<file path="config.mk">
export PLATFORM = sky130hd
export DESIGN_NAME = input_debouncer
export DESIGN_NICKNAME = d
export VERILOG_FILES = /design/src/rtl/input_debouncer_pkg.sv /design/src/rtl/input_debouncer_debounce_bit.sv /design/src/rtl/input_debouncer.sv
export SDC_FILE = /design/constraint.sdc
export NUM_CORES = 1
export LEC_CHECK = 0
export ABC_AREA = 1
export CORE_MARGIN = 10
export CORE_UTILIZATION = 60
export DETAILED_ROUTE_END_ITERATION = 16
export GPL_TIMING_DRIVEN = 1
export MAX_ROUTING_LAYER = met4
export PLACE_DENSITY = 0.8
export SYNTH_ARGS = -nofsm -noshare
export SYNTH_HDL_FRONTEND = slang
export SYNTH_SLANG_ARGS = --single-unit
</file>
<file path="constraint.sdc">
create_clock -name clk -period 2.65 [get_ports clk]
set_input_delay 0.53 -clock clk [delete_from_list [all_inputs] [get_ports clk]]
set_output_delay 0.53 -clock clk [all_outputs]
set_load 0.05 [all_outputs]
</file>
<file path="src/rtl/input_debouncer_pkg.sv">
// Shared constants for the board-input debouncer: clock rate, debounce window and KEY/SW bit layout.
package input_debouncer_pkg;

    localparam int CLK_HZ      = 50_000_000;
    localparam int DEBOUNCE_MS = 10;
    localparam int DEBOUNCE_CYCLES_DEFAULT = (CLK_HZ / 1000) * DEBOUNCE_MS;

    localparam int KEY_W   = 2;
    localparam int SW_W    = 10;
    localparam int KEY_LSB = 0;
    localparam int SW_LSB  = 2;

    // KEYs are active-low on the board, so they are inverted after synchronization
    localparam logic [KEY_W+SW_W-1:0] INVERT_MASK_DEFAULT = 12'h003;

endpackage

</file>
<file path="src/rtl/input_debouncer_debounce_bit.sv">
// One input bit: synchronizer, optional inversion, hold-time counter filter and edge pulses.
module debounce_bit #(
    parameter int   SYNC_STAGES     = 2,
    parameter int   DEBOUNCE_CYCLES = 4,
    parameter int   CNT_W           = $clog2(DEBOUNCE_CYCLES + 1),
    parameter logic INVERT          = 1'b0,
    parameter logic RESET_VAL       = 1'b0
) (
    input  logic clk,
    input  logic reset,
    input  logic raw,
    output logic db,
    output logic rise,
    output logic fall
);

    localparam logic [CNT_W-1:0] CNT_LAST = CNT_W'(DEBOUNCE_CYCLES - 1);

    logic [SYNC_STAGES-1:0] sync_q;
    logic                   s_q;
    logic                   stable_q;
    logic [CNT_W-1:0]       cnt_q;
    logic                   differs;
    logic                   accept;

    assign differs = (s_q != stable_q);
    assign accept  = differs && (cnt_q == CNT_LAST);
    assign db      = stable_q;

    // Synchronizer flops reset to the raw-pin equivalent of RESET_VAL so the
    // filter sees no apparent change as reset is released.
    always_ff @(posedge clk) begin
        if (reset) begin
            sync_q   <= {SYNC_STAGES{RESET_VAL ^ INVERT}};
            s_q      <= RESET_VAL;
            stable_q <= RESET_VAL;
            cnt_q    <= '0;
            rise     <= 1'b0;
            fall     <= 1'b0;
        end else begin
            sync_q <= {sync_q[SYNC_STAGES-2:0], raw};
            s_q    <= sync_q[SYNC_STAGES-1] ^ INVERT;
            rise   <= accept && s_q;
            fall   <= accept && !s_q;
            if (accept) begin
                stable_q <= s_q;
                cnt_q    <= '0;
            end else if (differs) begin
                cnt_q <= cnt_q + CNT_W'(1);
            end else begin
                cnt_q <= '0;
            end
        end
    end

endmodule

</file>
<file path="src/rtl/input_debouncer.sv">
// Debounces the DE10-Lite KEY/SW inputs ahead of the PIO export ports.
// Define INPUT_DEBOUNCER_EDGE_LATCH_EN to add sticky rise flags with per-bit clear.
module input_debouncer
    import input_debouncer_pkg::*;
#(
    parameter int               WIDTH           = KEY_W + SW_W,
    parameter int               SYNC_STAGES     = 2,
    parameter int               DEBOUNCE_CYCLES = DEBOUNCE_CYCLES_DEFAULT,
    parameter int               CNT_W           = $clog2(DEBOUNCE_CYCLES + 1),
    parameter logic [WIDTH-1:0] INVERT_MASK     = INVERT_MASK_DEFAULT,
    parameter logic [WIDTH-1:0] RESET_VAL       = '0
) (
    input  logic             clk,
    input  logic             reset,
    input  logic [WIDTH-1:0] raw_in,
    output logic [WIDTH-1:0] db_out,
    output logic [WIDTH-1:0] rise_pulse,
    output logic [WIDTH-1:0] fall_pulse,
    input  logic [WIDTH-1:0] evt_clear,
    output logic [WIDTH-1:0] evt_flags
);

    for (genvar gi = 0; gi < WIDTH; gi++) begin : g_bit
        debounce_bit #(
            .SYNC_STAGES    (SYNC_STAGES),
            .DEBOUNCE_CYCLES(DEBOUNCE_CYCLES),
            .CNT_W          (CNT_W),
            .INVERT         (INVERT_MASK[gi]),
            .RESET_VAL      (RESET_VAL[gi])
        ) u_bit (
            .clk  (clk),
            .reset(reset),
            .raw  (raw_in[gi]),
            .db   (db_out[gi]),
            .rise (rise_pulse[gi]),
            .fall (fall_pulse[gi])
        );
    end

`ifdef INPUT_DEBOUNCER_EDGE_LATCH_EN
    // A new rise takes priority over a clear arriving in the same cycle
    always_ff @(posedge clk) begin
        if (reset) begin
            evt_flags <= '0;
        end else begin
            evt_flags <= rise_pulse | (evt_flags & ~evt_clear);
        end
    end
`else
    logic unused_evt_clear;
    assign unused_evt_clear = ^evt_clear;
    assign evt_flags        = '0;
`endif

endmodule

</file>
==> metrics.md <==
| Metric | Value |
|---|---|
| Cell depth of the worst hold path | 1 |
| Clk sinks | 300 |
| WP buf/inv | 1 |
| Clk_skew | 11.2 ps |
| Routability congestion estimate from global placement | 0.891 |
| R2R depth | 6 |
| Flop2flop setup slack | 970 ps |
| Top cell type's share of synthesized area | a little over two fifths |
| Largest net degree at the start of global routing | 54 |
| Dominant cell type by area after synthesis | dfxtp_1 |
| Post-cts resize count | 0 |
| Die ar. | a little over 30000 sq um |
| Worst path depth | 1 |
| Initial antenna violation count | 0 |
| Max stage delay on crit path | between 800 and 900 ps |
| Root buf cell | clkbuf_16 |
| Count of cell types in the netlist | 32 |
| Cell Pwr Density | 601 nW/um^2 |
| Comb power frac | ~1.4% |
| Max-slew violations | 0 |
| Global-route wire length before repair | 47300 microns |
| Worst vdd ir | 0.607 mV |
| Core ar. | 23300 sq um |
| Setup tns final | 0 ps |
| Hold WC Path Type | reg -> reg |
| Flop pwr share | around half |
| Share of cells above drive strength 1 | 4.59% |
| Worst reg2reg startpoint | g_bit[9].u_bit.cnt_q[0] |
| First-pass DRT Iterations | 5 |
| CTS tree | done |
| Switching portion of total power | 19.9% |
| Worst Path Class, Setup | reg -> out |
| Placed wire-length estimate | 18900 microns |
| Vias per cell | ~4.9 |
| # hold bufs at CTS | 0 |
| Initial core utilization | between 60 and 70% |
| Int Power | 0.00758 W |
| Ys Warns | 0 |
| # IOs | 74 |
| Gr usage total | 18.0% |
| DRC Markers | 0 |
| Syn avg cell area | 7.02 sq um |
| Peak Freq | 0.430 GHz |
| Wirelength per Cell | 11.2 microns |
| Via count | approximately 12k |
| CP Data Required Time | 2120 ps |
| Clock buffer count from CTS | 34 |
| GRT overflow | 0 |
| Max_slew headroom | 58.3% |
| Primary FF master, synth | dfxtp_1 |
| Crit path capture type | primary output |
| CP max FO | 4 |
| Row Count | 56 |
| Unrepaired setup endpoints after global routing | no |
| Final Critical Period | 2320 ps |
| Placed cell count | 2333 |
| Top delay family on crit path | buffers and inverters |
| Clock slew at reported path FFs | 60 ps |
| Cell count after synthesis | 2020 |
| Sw Pwr | 0.00188 W |
| Max_cap viols | 0 |
| Clock tree buffer depth | 3 |
| Layout area overhead | 11.1% |
| Worst Hold Endpoint | g_bit[1].u_bit.s_q |
| Worst Setup SP | g_bit[1].u_bit.db |
| Iteration-0 DRC Markers | about 650 |
| CTS H-tree lvls | 2 |
| EDFF count, synth | 0 |
| Yosys reg bits | 300 |
| Asr flop ratio synth | 0% |
| Worst Path Arrival | approximately 1800 ps |
| Setup bufs post-CTS | 0 |
| Leak | ~5.3 nW |
| Worst-Skew Late Latency | 500 ps |
| Layout Cells excl Fill | between 2k and 2.5k |
| Final setup viols | 0 |
| Most common cell after layout, fill and taps aside | nor2_1 |
| Outcome | completed |
| Number of diodes | 0 |
| Crit path launch type | flop |
| Synth top area cells | dfxtp_1 (42%), nor2_1 (14%), nand2_1 (11%), inv_1 (6.6%), xor2_1 (5.9%) |
| Routed wire length | 26600 microns |
| Port Buffers | between 40 and 50 |
| DIE WIDTH | 174 microns |
| Die extent in y | 174 microns |
| Hold_sp | g_bit[1].u_bit.sync_q[1] |
| Clk pwr share | between 50% and 60% |
| Final Hold Vio Count | 0 |
| Register area share after synthesis | 42.3% |
| Reg-to-reg critical path endpoint | g_bit[9].u_bit.cnt_q[8] |
| CP cell instances | clkdlybuf4s50_1 |
| Final #Nets | 2088 |
| Vias in the first global route | 11.1k |
| Slew @ Worst Pin | between 600 and 700 ps |
| Mapped cell area | 14200 sq um |
| Commonest cells after routing, fill and taps aside | nor2_1 (518), nand2_1 (428), dfxtp_1 (300) |
| Period utilization | between 80% and 90% |
| DRT antenna net count | 0 |
| Slowest CP cell | clkdlybuf4s50_1 |
## synth_stat cells, types with 2 or more instances
cell type,instances
buf_4,53
inv_1,248
nand4_1,45
nand3_2,15
nand3b_1,5
clkbuf_1,5
nand2_2,2
xnor2_1,54
or2_2,5
nor3_1,17
nor2_1,518
nor2_2,11
xor2_1,95
a21oi_1,29
o21ai_0,16
dfxtp_1,300
buf_6,8
or2_0,3
o21bai_1,7
nand3_1,130
ha_1,12
nor2_4,3
buf_2,3
nand2_1,428
## cell families (layout without fill, tap and decap cells)
kind of cell / count (synthesis) / after routing / share of synthesized area [%]
adders and majority gates: 12 / 12 / 1.06
and+or+nand+nor: 1186 / 1186 / 34.9
buffers and inverters: 318 / 356 / 10.3
DFF: 300 / 300 / 42.3
xor gates and xnor gates: 150 / 150 / 9.32
other: 1 / 12 / 0.0264
AOI/OAI and AO/OA: 53 / 53 / 2.07
## per-stage QoR
stage | util, % | area (sq um) | hold slack [ps] | total power (W) | setup slack, ps
after floorplan | - | 14200 | 363 | 0.00476 | 1220
after global placement | 62.6 | 14600 | 370 | 0.00478 | 835
after detailed placement | 62.6 | 14600 | 368 | 0.00479 | 796
after CTS | 67.5 | 15800 | 376 | 0.00958 | 301
after global routing | 67.5 | 15800 | 381 | 0.00978 | 259
final | 67.5 | 15800 | 374 | 0.00947 | 325
## flip-flops by register name, indices dropped and copies added, names as in the netlist
| register | cells |
|---|---|
| g_bit.u_bit.fall | 12 |
| g_bit.u_bit.rise | 12 |
| g_bit.u_bit.cnt_q | 228 |
| g_bit.u_bit.sync_q | 24 |
| g_bit.u_bit.db | 12 |
| g_bit.u_bit.s_q | 12 |
## power groups by stage
stage               Clock [W]  Combinational, W  Sequential (W)
floorplan                   0          0.000118         0.00464
global placement            0          0.000135         0.00465
detailed placement          0          0.000138         0.00465
CTS                   0.00489          0.000138         0.00455
global route          0.00507          0.000151         0.00455
finish                0.00478          0.000137         0.00455
## layout make-up
| type | instances | area, sq um |
|---|---|---|
| inverter | 249 | 935 |
| fill | 1991 | 7570 |
| sequential | 300 | 6010 |
| clock buffer | 45 | 996 |
| tap | 319 | 399 |
| multi-input combinational | 1413 | 6760 |
| timing repair buffer | 52 | 508 |
| clock inverter | 10 | 153 |
## worst max path at each step
stage	to	slack (ps)
6_report	db_out[1]	330
5_1_grt	db_out[1]	260
4_1_cts	db_out[5]	300
3_5_place_dp	g_bit[1].u_bit.cnt_q[12]	800
3_3_place_gp	g_bit[1].u_bit.cnt_q[16]	840
2_1_floorplan	g_bit[1].u_bit.cnt_q[16]	1220
## per-layer routing
metal  part of all wire, %  track usage (%)
met5                     0                -
met4                   2.1             5.59
met3                   3.5             3.16
met2                    48             31.5
met1                    46             20.6
(Power assumes the default switching activity.)
